--- src/rtl/dcache_fill_controller.sv ---
// Memory-side fill/write-back engine for the data cache. Each channel claims one consumer,
// streams its block as single-word beats, and relays the completed block back to it.
module dcache_fill_controller #(
  parameter int ADDR_BITS        = 8,
  parameter int DATA_BITS        = 8,
  parameter int NUM_CONSUMERS    = 4,
  parameter int NUM_CHANNELS     = 2,
  parameter int CACHE_BLOCK_SIZE = 4
) (
  input  logic                                         clk,
  input  logic                                         reset,
  input  logic [NUM_CONSUMERS-1:0]                     cache_read_valid,
  input  logic [NUM_CONSUMERS*ADDR_BITS-1:0]           cache_read_address,
  output logic [NUM_CONSUMERS-1:0]                     cache_read_ready,
  output logic [NUM_CONSUMERS*CACHE_BLOCK_SIZE*DATA_BITS-1:0] cache_read_data,
  input  logic [NUM_CONSUMERS-1:0]                     cache_write_valid,
  input  logic [NUM_CONSUMERS*ADDR_BITS-1:0]           cache_write_address,
  input  logic [NUM_CONSUMERS*CACHE_BLOCK_SIZE*DATA_BITS-1:0] cache_write_data,
  output logic [NUM_CONSUMERS-1:0]                     cache_write_ready,
  output logic [NUM_CHANNELS-1:0]                      mem_read_valid,
  output logic [NUM_CHANNELS*ADDR_BITS-1:0]            mem_read_address,
  input  logic [NUM_CHANNELS-1:0]                      mem_read_ready,
  input  logic [NUM_CHANNELS*DATA_BITS-1:0]            mem_read_data,
  output logic [NUM_CHANNELS-1:0]                      mem_write_valid,
  output logic [NUM_CHANNELS*ADDR_BITS-1:0]            mem_write_address,
  output logic [NUM_CHANNELS*DATA_BITS-1:0]            mem_write_data,
  input  logic [NUM_CHANNELS-1:0]                      mem_write_ready
);
  localparam int BLOCK_BITS = CACHE_BLOCK_SIZE * DATA_BITS;
  localparam int CNT_W      = (CACHE_BLOCK_SIZE > 1) ? $clog2(CACHE_BLOCK_SIZE) : 1;
  localparam int CONS_W     = (NUM_CONSUMERS > 1) ? $clog2(NUM_CONSUMERS) : 1;
  localparam logic [ADDR_BITS-1:0] BASE_MASK = ~ADDR_BITS'(CACHE_BLOCK_SIZE - 1);
  localparam logic [CNT_W-1:0]     LAST_BEAT = CNT_W'(CACHE_BLOCK_SIZE - 1);

  typedef enum logic [2:0] {
    IDLE, READ_WAITING, WRITE_WAITING, READ_RELAYING, WRITE_RELAYING
  } chan_state_t;

  chan_state_t                 state_q [NUM_CHANNELS];
  chan_state_t                 state_d [NUM_CHANNELS];
  logic [CONS_W-1:0]           cons_q  [NUM_CHANNELS];
  logic [ADDR_BITS-1:0]        base_q  [NUM_CHANNELS];
  logic [CNT_W-1:0]            cnt_q   [NUM_CHANNELS];
  logic [BLOCK_BITS-1:0]       wblk_q  [NUM_CHANNELS];
  logic [BLOCK_BITS-1:0]       rblk_q  [NUM_CHANNELS];
  logic [NUM_CHANNELS-1:0]     relay_ready_q;

  logic [NUM_CONSUMERS-1:0]    claimed;
  logic [NUM_CHANNELS-1:0]     grant_valid;
  logic [NUM_CHANNELS-1:0]     grant_write;
  logic [CONS_W-1:0]           grant_idx [NUM_CHANNELS];

  // Arbitration: idle channels in ascending order take the lowest unclaimed requester;
  // claims made by lower channels this cycle are visible to higher ones. Writes win ties.
  always_comb begin
    claimed     = '0;
    grant_valid = '0;
    grant_write = '0;
    for (int c = 0; c < NUM_CHANNELS; c++) begin
      grant_idx[c] = '0;
      if (state_q[c] != IDLE) claimed[cons_q[c]] = 1'b1;
    end
    for (int c = 0; c < NUM_CHANNELS; c++) begin
      if (state_q[c] == IDLE) begin
        for (int k = 0; k < NUM_CONSUMERS; k++) begin
          if (!grant_valid[c] && !claimed[k] && (cache_read_valid[k] || cache_write_valid[k])) begin
            grant_valid[c] = 1'b1;
            grant_write[c] = cache_write_valid[k];
            grant_idx[c]   = CONS_W'(k);
            claimed[k]     = 1'b1;
          end
        end
      end
    end
  end

  always_ff @(posedge clk) begin
    for (int c = 0; c < NUM_CHANNELS; c++) begin
      if (reset) state_q[c] <= IDLE;
      else       state_q[c] <= state_d[c];
    end
  end

  // A memory beat completes on a rising edge where the channel's valid and the memory's ready
  // are both high; valid and address stay put until then. Cache requests are held by the
  // consumer until the relayed ready is seen, then dropped to release the channel.
  always_comb begin
    for (int c = 0; c < NUM_CHANNELS; c++) begin
      state_d[c] = state_q[c];
      case (state_q[c])
        IDLE:           if (grant_valid[c]) state_d[c] = grant_write[c] ? WRITE_WAITING : READ_WAITING;
        READ_WAITING:   if (mem_read_ready[c] && cnt_q[c] == LAST_BEAT) state_d[c] = READ_RELAYING;
        WRITE_WAITING:  if (mem_write_ready[c] && cnt_q[c] == LAST_BEAT) state_d[c] = WRITE_RELAYING;
        READ_RELAYING:  if (!cache_read_valid[cons_q[c]]) state_d[c] = IDLE;
        WRITE_RELAYING: if (!cache_write_valid[cons_q[c]]) state_d[c] = IDLE;
        default:        state_d[c] = IDLE;
      endcase
    end
  end

  always_comb begin
    mem_read_valid    = '0;
    mem_read_address  = '0;
    mem_write_valid   = '0;
    mem_write_address = '0;
    mem_write_data    = '0;
    cache_read_ready  = '0;
    cache_read_data   = '0;
    cache_write_ready = '0;
    for (int c = 0; c < NUM_CHANNELS; c++) begin
      if (state_q[c] == READ_WAITING) begin
        mem_read_valid[c] = 1'b1;
        mem_read_address[c*ADDR_BITS +: ADDR_BITS] = base_q[c] + ADDR_BITS'(cnt_q[c]);
      end
      if (state_q[c] == WRITE_WAITING) begin
        mem_write_valid[c] = 1'b1;
        mem_write_address[c*ADDR_BITS +: ADDR_BITS] = base_q[c] + ADDR_BITS'(cnt_q[c]);
        mem_write_data[c*DATA_BITS +: DATA_BITS] = wblk_q[c][cnt_q[c]*DATA_BITS +: DATA_BITS];
      end
      if (state_q[c] == READ_RELAYING && relay_ready_q[c]) begin
        cache_read_ready[cons_q[c]] = 1'b1;
        cache_read_data[cons_q[c]*BLOCK_BITS +: BLOCK_BITS] = rblk_q[c];
      end
      if (state_q[c] == WRITE_RELAYING && relay_ready_q[c]) cache_write_ready[cons_q[c]] = 1'b1;
    end
  end

  always_ff @(posedge clk) begin
    for (int c = 0; c < NUM_CHANNELS; c++) begin
      if (reset) begin
        cons_q[c]        <= '0;
        base_q[c]        <= '0;
        cnt_q[c]         <= '0;
        wblk_q[c]        <= '0;
        rblk_q[c]        <= '0;
        relay_ready_q[c] <= 1'b0;
      end else begin
        case (state_q[c])
          IDLE: begin
            relay_ready_q[c] <= 1'b0;
            if (grant_valid[c]) begin
              cons_q[c] <= grant_idx[c];
              base_q[c] <= (grant_write[c] ? cache_write_address[grant_idx[c]*ADDR_BITS +: ADDR_BITS]
                                           : cache_read_address[grant_idx[c]*ADDR_BITS +: ADDR_BITS]) & BASE_MASK;
              wblk_q[c] <= cache_write_data[grant_idx[c]*BLOCK_BITS +: BLOCK_BITS];
              cnt_q[c]  <= '0;
            end
          end
          READ_WAITING: if (mem_read_ready[c]) begin
            rblk_q[c][cnt_q[c]*DATA_BITS +: DATA_BITS] <= mem_read_data[c*DATA_BITS +: DATA_BITS];
            if (cnt_q[c] != LAST_BEAT) cnt_q[c] <= cnt_q[c] + CNT_W'(1);
          end
          WRITE_WAITING: if (mem_write_ready[c] && cnt_q[c] != LAST_BEAT) cnt_q[c] <= cnt_q[c] + CNT_W'(1);
          // Ready is raised one cycle into relaying and falls as soon as the consumer lets go.
          READ_RELAYING:  relay_ready_q[c] <= cache_read_valid[cons_q[c]];
          WRITE_RELAYING: relay_ready_q[c] <= cache_write_valid[cons_q[c]];
          default:        relay_ready_q[c] <= 1'b0;
        endcase
      end
    end
  end
endmodule

--- config.mk ---
export PLATFORM = sky130hd
export DESIGN_NAME = dcache_fill_controller
export DESIGN_NICKNAME = d
export VERILOG_FILES = /design/src/rtl/dcache_fill_controller.sv
export SDC_FILE = /design/constraint.sdc
export NUM_CORES = 1
export LEC_CHECK = 0
export CORE_UTILIZATION = 40
export DETAILED_ROUTE_END_ITERATION = 10
export PLACE_DENSITY = 0.72
export SYNTH_ARGS = -nofsm -noshare
export SYNTH_HDL_FRONTEND = slang
export SYNTH_SLANG_ARGS = --single-unit
--- constraint.sdc ---
create_clock -name clk -period 4.12 [get_ports clk]
set_input_delay 1.03 -clock clk [delete_from_list [all_inputs] [get_ports clk]]
set_output_delay 1.03 -clock clk [all_outputs]
set_load 0.02 [all_outputs]
=== Word-level counts from Yosys, hierarchy flattened ===
Memories as Yosys holds them, arrays and structs flattened.
Cells that the tools add are included.

* Order comparisons: 4
* Eq/ne operators: 12
* Shift-type cells: 16
* Reduce and logical (&&, ||, !) cells: 50
* Mux-type cells: 203
* Bitwise operators: 82
* $add $sub $neg: 8

{| class="wikitable"
|+ Operators by type and width
! operator !! number
|-
| two-way mux 128 bit || 2
|-
| variable shift 32 x 34 -> 128 bit (first input constant) || 2
|-
| variable part select 128 x 8 -> 32 bit || 2
|-
| variable part select 32 x 34 -> 128 bit || 2
|-
| variable part select 32 x 6 -> 8 bit || 6
|-
| two-way mux 1 bit || 141
|-
| AND 128 bit || 1
|-
| bitwise mux 128 bit || 1
|-
| two-way mux 32 bit || 4
|-
| OR 1 bit || 78
|-
| negation 5 -> 34 bit || 2
|-
| negation 7 -> 34 bit || 2
|-
| variable shift 8 x 34 -> 32 bit (first input constant) || 2
|-
| variable part select 8 x 34 -> 32 bit || 2
|-
| two-way mux 8 bit || 8
|-
| two-way mux 3 bit || 12
|-
| two-way mux 2 bit || 16
|-
| case mux 3 bit (5 select lines) || 2
|-
| two-way mux 4 bit || 7
|-
| logical AND 1 bit || 26
|-
| adder 8 x 2 -> 8 bit || 2
|-
| logical NOT 1 bit || 14
|-
| equality test 3 x 2 -> 1 bit (second input constant) || 4
|-
| two-way mux 6 bit || 2
|-
| other kinds (15) || 35
|}

* RAM bits: 154
* Output and inout bits: 188
* Memories: 6
* Register bits after elaboration: 2
* Word-level logic and storage cells: 383

{| class="wikitable"
|+ Memory list
! name !! words !! bits a word !! read ports !! clocked after Yosys merged registers in !! wr ports !! line !! RTL
|-
| rblk_q || 2 || 32 || 2 || 0 || 2 || 45 || <nowiki>logic [BLOCK_BITS-1:0] rblk_q [NUM_CHANNELS];</nowiki>
|-
| wblk_q || 2 || 32 || 2 || 0 || 2 || 44 || <nowiki>logic [BLOCK_BITS-1:0] wblk_q [NUM_CHANNELS];</nowiki>
|-
| base_q || 2 || 6 || 2 || 0 || 2 || 42 || <nowiki>logic [ADDR_BITS-1:0] base_q [NUM_CHANNELS];</nowiki>
|-
| state_q || 2 || 3 || 2 || 0 || 2 || 39 || <nowiki>chan_state_t state_q [NUM_CHANNELS];</nowiki>
|-
| cnt_q || 2 || 2 || 2 || 0 || 2 || 43 || <nowiki>logic [CNT_W-1:0] cnt_q [NUM_CHANNELS];</nowiki>
|-
| cons_q || 2 || 2 || 2 || 0 || 2 || 41 || <nowiki>logic [CONS_W-1:0] cons_q [NUM_CHANNELS];</nowiki>
|}

=== Depth between registers and ports, before layout ===
Gate-level depths: netlist (run 1).
An unclocked memory read counts as a cell.

* Word-level depth: 53
* Depth in mapped cells: 11

=== Worst setup path after synthesis (run 1) ===
No wires, ideal clock.

* Path type: flip-flop to output port
* Start: memory cons_q[0][0] (netlist name)
* End: output cache_read_data[100]
* Arrival time: 2.645 ns
* Stages on the path, launching flop included: 7
* Slack: 0.445 ns
* Cell sequence: edfxtp_1 > inv_1 > ha_1 > or3_1 > a2111oi_0 > clkbuf_1 > a22o_1

{| class="wikitable"
|+ RTL lines
! what !! line !! RTL
|-
| start, declared || 41 ||
|-
| end, declared || 15 || <nowiki>output logic [NUM_CONSUMERS*CACHE_BLOCK_SIZE*DATA_BITS-1:0] cache_read_data,</nowiki>
|}

==> impl_results.md, run 1 <==
* Setup crit end kind: primary output
* Mapped Nets at 1369
* Critical Path RT at 3.09 ns
* Fin crit share at 98.5%
* Max VDD drop at 0.416 mV
* Min Tclk post-route at 4.06 ns
* Async S/R FF share, synth at 0%
* Final Instance Area at 0.0174 mm2
* Main combinational cell family by area after synthesis: compound AO/OA/AOI/OAI gates
* Post-synthesis register bit count at 156
* Clock Tree Root: clkbuf_16
* Instance area at placement at 0.0167 mm2
* Overflow after GRT at 0
* Total power at 9610 uW
* Top Ports at 410
* Avg Cell Area, Syn at 10.4 um2
* DRT iter0 DRCs at 709
* Reg2Reg Setup Slack at 0.43 ns
* Compound-Gate Fraction of Synth Area at 23.3%
* Pin slew with the least headroom to its limit at 1.11 ns
* Global placement routability congestion at 0.942
* Maximum clock frequency at 247 MHz
* Outcome: complete, no violations
* Initial Util at 40.7%
* Fin util at 60.6%
* Post-Synth Adder-Cell Area at 2.56%
* Area growth from synthesis to layout at 48.9%
* FP Rows at 62
* Register area at 0.00460 mm2
* Ys Warns at 0
* Vias at 11523
* Register area share after synthesis at 39.3%
* Tot GR Track Use at 28.2%
* Most common cell after layout, fill and taps aside: clkdlybuf4s50_1
* CTS H-tree lvls at 4
* FILL cells at 2385
* Worst-path clk slew at 0.06 ns
* Pre-antenna DRT Iters at 5
* Worst Path Max Fanout at 32
* Ys flop type: edfxtp_1
* Post-synth EDFFs at 148
* Post-synth cell types at 70
* Slew Limit Headroom at 24.1%
* DRC viols at 0
* Post-synthesis simple-gate area fraction at 17.0%
* Wirelength per Cell at 22.6 um
* Core area at 0.0288 mm2
* TritonCTS Buffers at 17
* Largest net degree at the start of global routing at 53
* Mapped Cells at 1123
* Hold Vio Cnt, Final at 0
* Chip height at 173 um
* Antenna violations before repair at 3
* Pwr Density at 551 mW/mm2
* CTS tree: yes
* Fin. max-slew vios at 0
* First-pass GRT wire length at 65400 um
* Vias in the first global route at 11256
* Max cap viols at 0
* Most frequent cells in the layout: clkdlybuf4s50_1 (359), edfxtp_1 (148), a22o_1 (135)
* # setup viols final at 0
* Post-DRT Antenna Nets at 0
* Sink Count at 156
* CP Class: reg2out
* Vias/cell at 5.96
* Setup Skew at 0.0162 ns
* Multiplexer share of the synthesized area at 13.5%
* Synth Area in XOR/XNOR at 0%
* Final Net Count at 1783
* Die area at 0.0300 mm2
* CTS Buffer Depth at 2
* Number of buffers added on ports at 393
* Static Leak at 0.00707 uW
* Final WL at 43800 um
* Multi-input logic area at 0.00673 mm2
* Synthesized cell area at 0.0117 mm2
* Die Wd at 173 um
* Pre-CTS setup slack at -0.0255 ns
* RSZ-0062 raised after global routing: true
* Hold crit path type: reg2reg
* Arrival @ worst endpoint at 3.03 ns
* Share of layout cells above drive strength 1 at 14.7%
* Worst setup SP type: register
* Setup slack after layout at 0.0635 ns
* Post-DP HPWL at 33300 um
* Worst-skew pair later-pin latency at 0.43 ns
==> final cells by class <==
class                      instances  share of cell area [%]
antenna                            1                  0.0144
clock inverter                    14                   0.782
timing repair buffer             490                    28.3
sequential                       156                    26.4
clock buffer                      18                    2.46
multi-input combinational        843                    38.6
inverter                          29                   0.624
tap                              384                    2.76
==> routing by layer <==
layer | track usage, % | routed length, um
met4 | 10.1 | 1390
met5 | 0 | 0
met2 | 51.4 | 22600
met1 | 33.3 | 16600
met3 | 4.64 | 3170
==> timing repair <==
action | 4_1_cts | 5_1_grt
cloned | 0 | 2
gates resized for setup | 3 | 40
setup buffers | 1 | 5
pin swaps | 0 | 2
endpoints found under the setup margin | 73 | 124
hold buffers | 0 | 0
==> registers in the layout, indices dropped and copies added, names as in the netlist <==
name and flops:
rblk_q 64, wblk_q 64, base_q 12, state_q 6, cnt_q 4, cons_q 4, relay_ready_q 2
==> worst paths after layout <==
check,to,from,depth (start not counted)
worst max-delay path,cache_read_data[6],cons_q[0][0],7
worst min-delay path,relay_ready_q[0],relay_ready_q[0],2
worst max register to register,base_q[1][1],state_q[0][1],9
worst min register to register,relay_ready_q[0],relay_ready_q[0],2
==> synth_stat cells (24+ instances only) <==
cell type    n  share of area, %
o22ai_1     26               1.4
nor3_1      51               2.2
mux2_2      33               3.2
ha_1        24               2.6
nor2_1      65               2.1
edfxtp_1   148                38
mux4_2      33               6.3
mux2i_1     46               3.9
a22o_1     135                10
o21ai_0     26               1.1
a211oi_1    82               5.3
clkbuf_1    73               2.3
and2_1     116               6.2
inv_1       29              0.93
nand2_1     26              0.83
==> worst max-delay path, stage by stage (launching register included) <==
cell and delay (ns):
edfxtp_1 0.43, inv_1 0.15, ha_1 0.30, nand2b_1 0.18, a2111oi_2 0.40, buf_6 0.31
a22o_1 0.18, clkdlybuf4s50_1 0.62
==> per-stage QoR <==
stage | hold WS [ns] | setup TNS (ns) | instances
finish | 0.519 | 0 | 1935
CTS | 0.509 | 0 | 1927
floorplan | 0.458 | 0 | 1123
global placement | 0.477 | 0 | 1894
detailed placement | 0.498 | -0.0359 | 1894
global route | 0.538 | -2.38 | 1935
==> power breakdown <==
part           switching [uW]  internal (uW)  total [uW]
Sequential                295           2320        2610
Combinational            3040           2450        5490
Clock                     707            798        1500
Total                    4040           5560        9610
==> logic make-up (layout without fill, tap and decap cells) <==
family | after synthesis | count (layout)
compound gates | 348 | 348
other cells | 0 | 1
flops | 156 | 156
mux | 112 | 112
fa+ha+maj | 24 | 24
buf+inv | 124 | 551
simple gates | 359 | 359
Note: power is estimated with default switching activity, not from simulation.
==> run 2, diff against run 1 <==
--- a/constraint.sdc
+++ b/constraint.sdc
@@ -3,2 +3,2 @@
 set_output_delay 1.03 -clock clk [all_outputs]
-set_load 0.02 [all_outputs]
+set_load 0.005 [all_outputs]
==> impl_results.md, run 2 (synthesis gave the netlist of run 1 again) <==
* Antenna violations before repair at 1 (-2)
* Pwr Density at 549 mW/mm2 (-0.36%)
* Pre-CTS setup slack at -0.0537 ns (-0.0282 ns)
* # setup viols final at 0 (unchanged)
* Vias at 11429 (-0.82%)
* FP Rows at 62 (unchanged)
* Final WL at 43500 um (-0.63%)
* Top Ports at 410 (unchanged)
* CTS tree: yes
* Pre-antenna DRT Iters at 5 (unchanged)
* Logic pwr share at 56.1% (-1.0 points)
* DRC viols at 0 (unchanged)
* Max VDD drop at 0.350 mV (-16%)
* Setup slack after layout at 0.0864 ns (+0.0229 ns)
* Vias/cell at 5.96 (about the same)
* Die Wd at 173 um (unchanged)
* Fin crit share at 97.9% (-0.56 points)
* Global placement routability congestion at 0.919 (-2.5%)
* Setup Skew at 0.0121 ns (-0.00415 ns)
* Final Net Count at 1767 (-0.90%)
* Hold_sp: relay_ready_q[1]
* Overflow after GRT at 0 (unchanged)
* Tot GR Track Use at 28.3% (+0.060 points)
* Pin slew with the least headroom to its limit at 1.18 ns (+0.0707 ns)
* Wirelength per Cell at 22.7 um (+0.25%)
* Worst setup SP type: register
* Hold Vio Cnt, Final at 0 (unchanged)
* RSZ-0062 raised after global routing: true
* Die area at 0.0300 mm2 (unchanged)
* First-pass GRT wire length at 65200 um (-0.36%)
* Slew Limit Headroom at 19.3% (-4.8 points)
* Chip height at 173 um (unchanged)
* Clock group share of total power at 16.2% (+0.5 points)
* Total power at 9450 uW (-1.6%)
* Worst-skew pair later-pin latency at 0.43 ns (about the same)
* Setup crit end kind: primary output
* Min Tclk post-route at 4.03 ns (-0.0229 ns)
* Post-DRT Antenna Nets at 0 (unchanged)
* DRT iter0 DRCs at 832 (+17%)
* TritonCTS Buffers at 17 (unchanged)
* Initial Util at 40.7% (unchanged)
* Most frequent cells in the layout: clkdlybuf4s50_1 (393), edfxtp_1 (148), a22o_1 (135)
* Setup crit start: cons_q[0][0]
* Share of layout cells above drive strength 1 at 13.7% (-1.0 points)
* Biggest regs: rblk_q x64, wblk_q x64, base_q x12
* Fin. max-slew vios at 0 (unchanged)
* Arrival @ worst endpoint at 3.00 ns (-0.03 ns)
* Net switching power at 3910 uW (-3.4%)
* Largest net degree at the start of global routing at 42 (-21%)
* Worst-path clk slew at 0.07 ns (about the same)
* Critical Path RT at 3.09 ns (about the same)
* Sink Count at 156 (unchanged)
* CP Class: reg2out
* Most common cell after layout, fill and taps aside: clkdlybuf4s50_1
* P_int at 5550 uW (-0.29%)
* Core area at 0.0288 mm2 (unchanged)
* Vias in the first global route at 11162 (-0.84%)
* Seq pwr share at 27.6% (+0.4 points)
* Clock Tree Root: clkbuf_16
* Net Sw Frac at 41.3% (-0.76 points)
* Post-DP HPWL at 33100 um (-0.70%)
* CTS Buffer Depth at 2 (unchanged)
* Area growth from synthesis to layout at 47.1%
* Reg2Reg Setup Slack at 0.41 ns (-0.02 ns)
* Ant diodes at 0 (-1)
* CTS H-tree lvls at 4 (unchanged)
* Static Leak at 0.00640 uW (-9.4%)
* Max cap viols at 0 (unchanged)
* Maximum clock frequency at 248 MHz (+0.57%)
* Hold crit path type: reg2reg
* Worst Path Max Fanout at 16 (-50%)
* Fin util at 59.8% (-0.74 points)
* Number of buffers added on ports at 393 (unchanged)
* Outcome: complete, no violations
* RR Startpoint: state_q[0][1]
-- run 2: critical path, stage by stage (launching register included) --
cell and delay [ns]:
edfxtp_1 0.40, inv_1 0.11, ha_1 0.22, or3_1 0.46
a2111oi_4 0.29, buf_4 0.20, buf_8 0.18, a22o_1 0.19
clkdlybuf4s50_1 0.51
-- run 2: power by group through the flow --
stage / sequential (uW) / combinational (uW) / clock (uW)
after global placement: 2630 / 5150 / 0
after floorplan: 2500 / 3300 / 0
final: 2610 / 5300 / 1540
after global routing: 2650 / 5660 / 1610
after CTS: 2620 / 5260 / 1560
after detailed placement: 2650 / 5230 / 0
-- run 2: area by class of cell --
type | count | area, um2
Inverter | 29 | 109
Sequential cell | 156 | 4600
Clock buffer | 17 | 425
Multi-Input combinational cell | 843 | 6730
Clock inverter | 15 | 138
Fill cell | 2394 | 11600
Timing Repair Buffer | 474 | 4730
Tap cell | 384 | 480
-- run 2: path summary, 6_finish.rpt --
| check | to | depth (start not counted) |
|---|---|---|
| worst min register to register | relay_ready_q[1] | 2 |
| worst min-delay path | relay_ready_q[1] | 2 |
| worst max register to register | base_q[1][1] | 10 |
| worst max-delay path | cache_read_data[105] | 8 |
-- run 2: routing by layer --
metal | track usage, % | vias up | share of wire, %
li1 | - | 5217 | -
met1 | 33.1 | 5459 | 38
met2 | 50.6 | 662 | 51
met3 | 5.41 | 89 | 7.4
met4 | 11.7 | 2 | 3.5
met5 | 0 | - | 0.030
-- run 2: timing repair --
item                                    CTS  global route
pin swaps                                 0             1
gates cloned                              0             1
hold buffers                              0             0
buffers inserted                          0             1
endpoints found under the setup margin   31            92
resized for setup                         1             8
-- run 2: stage by stage --
stage               std cells  hold slack (ns)  cell area [um2]  TNS (ns)
finish                   1918            0.496            17200         0
global placement         1884            0.469            16600         0
CTS                      1916            0.490            17200         0
detailed placement       1884            0.479            16600    -0.165
floorplan                1123            0.458            11700         0
global route             1918            0.546            17200    -0.206
